### config.mk
export PLATFORM = sky130hd
export DESIGN_NAME = pc_seq
export DESIGN_NICKNAME = d
export VERILOG_FILES = /design/src/rtl/pc_seq_pkg.sv /design/src/rtl/pc_seq_jump_cond.sv /design/src/rtl/pc_seq.sv
export SDC_FILE = /design/constraint.sdc
export NUM_CORES = 1
export LEC_CHECK = 0
export ABC_AREA = 1
export CORE_ASPECT_RATIO = 0.7
export CORE_UTILIZATION = 51
export DETAILED_ROUTE_END_ITERATION = 7
export GPL_TIMING_DRIVEN = 0
export PLACE_DENSITY_LB_ADDON = 0.08
export SLEW_MARGIN = 20
export SYNTH_ARGS = -nofsm -noshare
export SYNTH_HDL_FRONTEND = slang
export SYNTH_HIERARCHICAL = 1
export SYNTH_SLANG_ARGS = --single-unit
export TNS_END_PERCENT = 100
### constraint.sdc
create_clock -name clk -period 3.4 [get_ports clk]
set_input_delay 0.68 -clock clk [delete_from_list [all_inputs] [get_ports clk]]
set_output_delay 0.68 -clock clk [all_outputs]
set_load 0.05 [all_outputs]
### src/rtl/pc_seq_pkg.sv
// Shared definitions for the Hack CPU sequencer: FSM state encodings,
// instruction field positions and datapath widths.
package pc_seq_pkg;

    localparam int unsigned WORD_W = 16;
    localparam int unsigned CNT_W  = 16;

    // Hack C-instruction field positions
    localparam int unsigned INST_C = 15;
    localparam int unsigned DEST_A = 5;
    localparam int unsigned DEST_D = 4;
    localparam int unsigned DEST_M = 3;
    localparam int unsigned JLT    = 2;
    localparam int unsigned JEQ    = 1;
    localparam int unsigned JGT    = 0;

    typedef enum logic [2:0] {
        BOOT  = 3'd0,
        IDLE  = 3'd1,
        FETCH = 3'd2,
        EXEC  = 3'd3,
        MEM   = 3'd4,
        HALT  = 3'd5,
        ERROR = 3'd6
    } state_t;

endpackage

### src/rtl/pc_seq_jump_cond.sv
// Hack jump condition: resolves the j[2:0] field against the ALU zr/ng flags.
module pc_seq_jump_cond
    import pc_seq_pkg::*;
(
    input  logic [2:0] j,
    input  logic       zr,
    input  logic       ng,
    output logic       take
);

    assign take = (j[JLT] & ng) | (j[JEQ] & zr) | (j[JGT] & ~ng & ~zr);

endmodule

### src/rtl/pc_seq.sv
// Multi-cycle Hack CPU sequencer: instruction fetch, A/D/M write control,
// program counter control with jump resolution, halt-on-jump-to-self and timeouts.
module pc_seq
    import pc_seq_pkg::*;
#(
    parameter int unsigned TIMEOUT     = 255,
    parameter bit          HALT_DETECT = 1'b1
) (
    input  logic              clk,
    input  logic              reset,
    input  logic              run,
    output logic              rom_req,
    input  logic              rom_ack,
    input  logic [WORD_W-1:0] rom_data,
    output logic [WORD_W-1:0] ir,
    input  logic              alu_zr,
    input  logic              alu_ng,
    input  logic [WORD_W-1:0] pc_val,
    input  logic [WORD_W-1:0] a_val,
    output logic              a_load,
    output logic              d_load,
    output logic              mem_req,
    input  logic              mem_ack,
    output logic              pc_reset,
    output logic              pc_load,
    output logic              pc_inc,
    output logic              halted,
    output logic              error
);

    state_t             state_q;
    state_t             state_d;
    logic [WORD_W-1:0]  ir_q;
    logic [CNT_W-1:0]   wait_cnt;
    logic               take_q;
    logic               halt_q;
    logic               take_c;
    logic               halt_c;
    logic               timeout_c;
    logic               waiting_c;
    state_t             after_c;

    pc_seq_jump_cond u_jump_cond (
        .j    (ir_q[JLT:JGT]),
        .zr   (alu_zr),
        .ng   (alu_ng),
        .take (take_c)
    );

    // Jump-to-self check uses a_val as seen in EXEC, before any A load lands
    assign halt_c    = take_c & HALT_DETECT & (a_val == pc_val);
    assign timeout_c = (TIMEOUT != 0) && (wait_cnt == CNT_W'(TIMEOUT - 1));
    assign waiting_c = ((state_q == FETCH) && !rom_ack) || ((state_q == MEM) && !mem_ack);
    assign after_c   = run ? FETCH : IDLE;
    assign ir        = ir_q;

    always_ff @(posedge clk or negedge reset) begin
        if (!reset) begin
            state_q <= BOOT;
        end else begin
            state_q <= state_d;
        end
    end

    // Next state and control decode; handshake acks feed straight through to PC controls
    always_comb begin
        state_d  = state_q;
        rom_req  = 1'b0;
        mem_req  = 1'b0;
        a_load   = 1'b0;
        d_load   = 1'b0;
        pc_reset = 1'b0;
        pc_load  = 1'b0;
        pc_inc   = 1'b0;
        halted   = 1'b0;
        error    = 1'b0;
        case (state_q)
            BOOT: begin
                pc_reset = reset;
                state_d  = after_c;
            end
            IDLE: begin
                if (run) begin
                    state_d = FETCH;
                end
            end
            FETCH: begin
                rom_req = 1'b1;
                if (rom_ack) begin
                    state_d = EXEC;
                end else if (timeout_c) begin
                    state_d = ERROR;
                end
            end
            EXEC: begin
                if (!ir_q[INST_C]) begin
                    a_load  = 1'b1;
                    pc_inc  = 1'b1;
                    state_d = after_c;
                end else begin
                    a_load = ir_q[DEST_A];
                    d_load = ir_q[DEST_D];
                    if (ir_q[DEST_M]) begin
                        state_d = MEM;
                    end else if (halt_c) begin
                        state_d = HALT;
                    end else begin
                        pc_load = take_c;
                        pc_inc  = ~take_c;
                        state_d = after_c;
                    end
                end
            end
            MEM: begin
                mem_req = 1'b1;
                if (mem_ack) begin
                    if (halt_q) begin
                        state_d = HALT;
                    end else begin
                        pc_load = take_q;
                        pc_inc  = ~take_q;
                        state_d = after_c;
                    end
                end else if (timeout_c) begin
                    state_d = ERROR;
                end
            end
            HALT: begin
                halted = 1'b1;
            end
            ERROR: begin
                error = 1'b1;
            end
            default: begin
                state_d = BOOT;
            end
        endcase
    end

    always_ff @(posedge clk or negedge reset) begin
        if (!reset) begin
            ir_q <= '0;
        end else if ((state_q == FETCH) && rom_ack) begin
            ir_q <= rom_data;
        end
    end

    // Jump decision for M-writing instructions is frozen in EXEC for use in MEM
    always_ff @(posedge clk or negedge reset) begin
        if (!reset) begin
            take_q <= 1'b0;
            halt_q <= 1'b0;
        end else if (state_q == EXEC) begin
            take_q <= take_c;
            halt_q <= halt_c;
        end
    end

    always_ff @(posedge clk or negedge reset) begin
        if (!reset) begin
            wait_cnt <= '0;
        end else if ((state_d != state_q) && ((state_d == FETCH) || (state_d == MEM))) begin
            wait_cnt <= '0;
        end else if (waiting_c && (wait_cnt != '1)) begin
            wait_cnt <= wait_cnt + CNT_W'(1);
        end
    end

endmodule

* Yosys cells after proc, flatten, opt, wreduce, memory -nomap -nowiden
Cells that the tools add are included.
** Cells by class
- Equal/unequal tests :: 12
- Reduce and logical (&&, ||, !) cells :: 12
- Bitwise logic cells :: 11
- Add/sub/neg operators :: 1
- Mux-type cells :: 33
** Operators by type and width (number)
- $mux W16 :: 2
- $mux W3 :: 8
- $mux W1 :: 19
- $pmux W3 S6 :: 1
- $add A16 B1 Y16 const B :: 1
- $eq A16 B16 Y1 :: 1
- $eq A16 B8 Y1 const B :: 1
- $ne A16 B16 Y1 const B :: 1
- $eq A3 B3 Y1 const B :: 4
- $eq A3 B2 Y1 const B :: 3
- $and A1 B1 Y1 :: 5
- $logic_and A1 B1 Y1 :: 5
- $not A1 Y1 :: 4
- $pmux W1 S2 :: 2
- $eq A3 B1 Y1 const B :: 1
- $logic_not A3 Y1 :: 1
- $ne A3 B3 Y1 :: 1
- $logic_not A1 Y1 :: 2
- $logic_or A1 B1 Y1 :: 2
- $mux W2 :: 1
- $or A1 B1 Y1 :: 2
- $reduce_bool A2 Y1 :: 1
- $reduce_or A2 Y1 :: 1
** Storage, ports and cells
- Output and inout bits :: 25
- Input bits :: 55
- Register bits after elaboration :: 37
- Logic and storage cells :: 74

* Longest topological paths before layout
- Depth after elaboration :: 13
- Gate-level depth with buffers :: 14
- Mapped depth without buffers :: 13

* Modules after synthesis
Netlist, hierarchy kept.
** Modules (own cells, without submodules)
- pc_seq :: sequential area each 925.9 um2, cells an instance 323, instances 1, area an instance 2562.5 um2
- pc_seq_jump_cond :: sequential area each 0.0 um2, cells an instance 7, instances 1, area an instance 30.0 um2

* Worst setup path before layout
Ideal clock, no wire load.
- Kind :: in2out
- Start :: in mem_ack
- End :: out pc_inc
- Path buffers :: 0
- Data required time :: 2.720 ns
- Data arrival time :: 2.171 ns
- Stages :: 3
- Setup slack :: 0.549 ns
- Path through :: inv_1 or2_1 o32ai_1
** On the way
- Cells in the longest elaborated chain, start to end :: 2
** RTL lines
- from (decl) :: line pc_seq.sv:23 : input logic mem_ack,
- $mux W1 :: line pc_seq.sv:116 : if (mem_ack) begin
- $pmux W1 S2 :: line pc_seq.sv:77 : case (state_q)
- to (decl) :: line pc_seq.sv:26 : output logic pc_inc,
Every way passes these cells.

* Worst setup path in the final report
- Start :: reg state_q[0]
- End :: out a_load
** On the way
- Cells in the longest elaborated chain, start to end :: 2
** RTL lines
- from (decl) :: line pc_seq.sv:31 : state_t state_q;
- from (signal assigned) :: line pc_seq.sv:61 : state_q <= state_d;
- $eq A3 B2 Y1 :: line pc_seq.sv:77
- $mux W1 :: line pc_seq.sv:77
- to (decl) :: line pc_seq.sv:20 : output logic a_load,
Every way passes these cells.

==> results_dict.tcl <==
set metrics [dict create \
    status "complete, no violations" \
    die_w_um 87.2 \
    r2r_cells 12 \
    drt_iter0_drc 106 \
    grt-ovfl-total 0 \
    clk_pin_slew_worst_paths_ns 0.08 \
    place_ws_ns 0.0223 \
    post_cts_buffers 0 \
    wirelength_um 5900 \
    rsz0062_at_grt "no" \
    routabilityCongestion 0.844 \
    place.port_buffers 79 \
    placed_cell_area_mm2 0.00348 \
    cts_sinks 37 \
    synth_edf_count 0 \
    num_rows 21 \
    final_hold_viol_count 0 \
    ys.flop_type "dfrtp_1" \
    hp-class "primary input to asynchronous set/reset pin" \
    period_share_pct 87.7 \
    h-tree-depth 2 \
    io_pins 80 \
    timing.rr.end "wait_cnt[0]$_DFFE_PN0P_" \
    worstMarginPinSlew_ns 0.533 \
    period_minus_slack_ns 2.98 \
    ant_nets 0 \
    syn_to_final_growth_pct 38.9 \
    fin_hold_ws_ns 0.252 \
    critPathMaxFanout 6 \
    layout-drive-gt1-share_pct 17.9 \
    grt_pass1_vias 2210 \
    initial_core_util_pct 53.6 \
    cts-buffers-inserted 5 \
    layoutNonFillerInstCount 487 \
    grt_pass1_wl_um 9810 \
    diodes 0 \
    endpoint_kind "output pin" \
    grt_start_max_net_pins 29 \
    slowest_delay_ns 0.84 \
    peakVddDrop_v 0.000581 \
    cap_violations 0 \
    maxSlewHeadroom_pct 64.3 \
    clock_path_buffers 2 \
    setup_violations 0 \
    clk-insertion-delay-late_ns 0.29 \
    cp_data_arrival_time_ns 2.30 \
    setup_slack_ns 0.419 \
    path_class "register to output pin" \
    power_mw 2.86 \
    place_inst 479 \
    antenna_found_initial 0 \
    synth.distinct_cells 40 \
    post_drt_wl_per_cell_um 12.1 \
    fin_area_mm2 0.00360 \
    syn-cell-area_mm2 0.00259 \
    grt_use_total_pct 24.4 \
    synth_nets 387 \
    crit_chain "nand2_1, nor2_1, inv_1, a21oi_1, clkdlybuf4s50_1" \
    dpl.hpwl_um 4690 \
    drtPass1Iterations 4 \
    vias 2373 \
    fmax_ghz 0.335 \
    crit_slowest_cell "clkdlybuf4s50_1" \
    cp.required_ns 2.72 \
    avgSynthCellArea_um2 7.86 \
    ys.warnings.count 6 \
    viasPerCell 4.87 \
    cts_root_buf "clkbuf_8" \
    core_mm2 0.00483 \
    dieArea_mm2 0.00538 \
    nNetsFinal 474 \
    reg2reg_slack_ns 1.40 \
    cts_tree "yes" \
    ys_ff_latch 37 \
    drc 0 \
    async_flop_share_pct 100 \
    r2r_start "wait_cnt[0]$_DFFE_PN0P_" \
    die_h_um 61.7 \
    leakage_nw 1.79 \
    drv_slew 0 \
    synthCells 330 \
    power_density_mw_per_mm2 793 \
    clock_skew_ns 0.00492 \
    start_kind "register" \
    ys_seq_area_share_pct 35.7 \
]
[registers in the layout, indices dropped and copies added (netlist names)]
signal	count
wait_cnt	16
halt_q	1
state_q	3
ir	16
take_q	1
[how the worst max path moves through the flow]
stage | from | endpoint | cells after the start
final | state_q[0]$_DFF_PN0_ | a_load | 5
after global routing | pc_val[6] | pc_load | 10
after CTS | a_val[6] | pc_load | 10
after detailed placement | a_val[6] | pc_load | 10
after global placement | reset | pc_reset | 3
after floorplan | mem_ack | pc_inc | 3
[cell families after synthesis]
logic type,share of synthesized area (%)
mux,6.52
xor+xnor,4.05
flops,35.7
compound gates,10.1
simple gates,31.7
fa+ha+maj,0.965
buf+inv,11.0
[timing repair]
item / in CTS / in global routing
resized for setup: 0 / 2
endpoints found under the hold margin: 0 / 0
endpoints found under the setup margin: 0 / 2
hold buffers: 0 / 0
[cells in the mapped netlist, types with 2 or more instances]
cell type / n / area [µm²]
nor2_4: 3 / 33.8
xor2_1: 10 / 87.6
nor3_2: 2 / 20.0
nand4_1: 7 / 43.8
o21ai_2: 3 / 26.3
inv_1: 59 / 221
nor2_2: 2 / 12.5
nor3_1: 4 / 20.0
nor2_1: 36 / 135
inv_2: 3 / 11.3
ha_1: 2 / 25.0
a21oi_1: 5 / 25.0
o21ai_0: 6 / 30.0
xnor2_1: 2 / 17.5
nand2_2: 6 / 37.5
a21oi_2: 16 / 140
nand3_1: 9 / 45.0
dfrtp_1: 37 / 926
mux2_2: 15 / 169
nand2_1: 79 / 297
nand2_4: 5 / 56.3
[final cells by class]
type	count	area, µm²
repair buffers	80	811
clock inverters	2	38.8
plain buffers	4	43.8
well taps	69	86.3
inverters	63	241
clock buffers	6	72.6
flip-flops and latches	37	926
fillers	374	1230
multi-input cells	226	1380
[stage by stage]
step / util (%) / TNS, ns
finish: 74.5 / 0
global route: 74.5 / 0
CTS: 74.4 / 0
detailed placement: 72.1 / 0
global placement: 71.8 / -0.783
floorplan: - / 0
[report_power, final]
group / switching, mW / internal [mW]
logic: 1.15 / 0.650
clock network: 0.164 / 0.220
registers: 0.104 / 0.573
[layout by cell type (no fill, tap or decap), drive strengths merged, types with 2 or more instances in the layout]
cell,Yosys,routed
nor3,7,7
mux2,15,15
nor2,41,41
nand2,91,91
nand3b,2,2
clkbuf,1,7
xor2,10,10
inv,62,62
a21oi,21,21
nand4,9,9
clkdlybuf4s50,0,76
xnor2,2,2
o21ai,10,10
dfrtp,37,37
buf,3,5
ha,2,2
nand3,10,10
dlymetal6s2s,0,2
clkinv,1,2
[layer usage]
layer  wire length [µm]  GRT usage (%)  vias up  part of all wire, %
met3                553           8.31        8                  9.4
met5                  0              0        -                    0
met4                 73           8.20        0                  1.2
li1                   -              -     1212                    -
met2               2600           38.9       84                   44
met1               2680           31.7     1069                   45
[worst max-delay path: cells and delay by family (launching register included)]
| kind | cells | cell delay (ns) |
|---|---|---|
| simple gates | 2 | 0.34 |
| compound gates | 1 | 0.21 |
| flops | 1 | 0.48 |
| buf+inv | 2 | 0.99 |
Note: power is estimated with default switching activity, not from simulation.
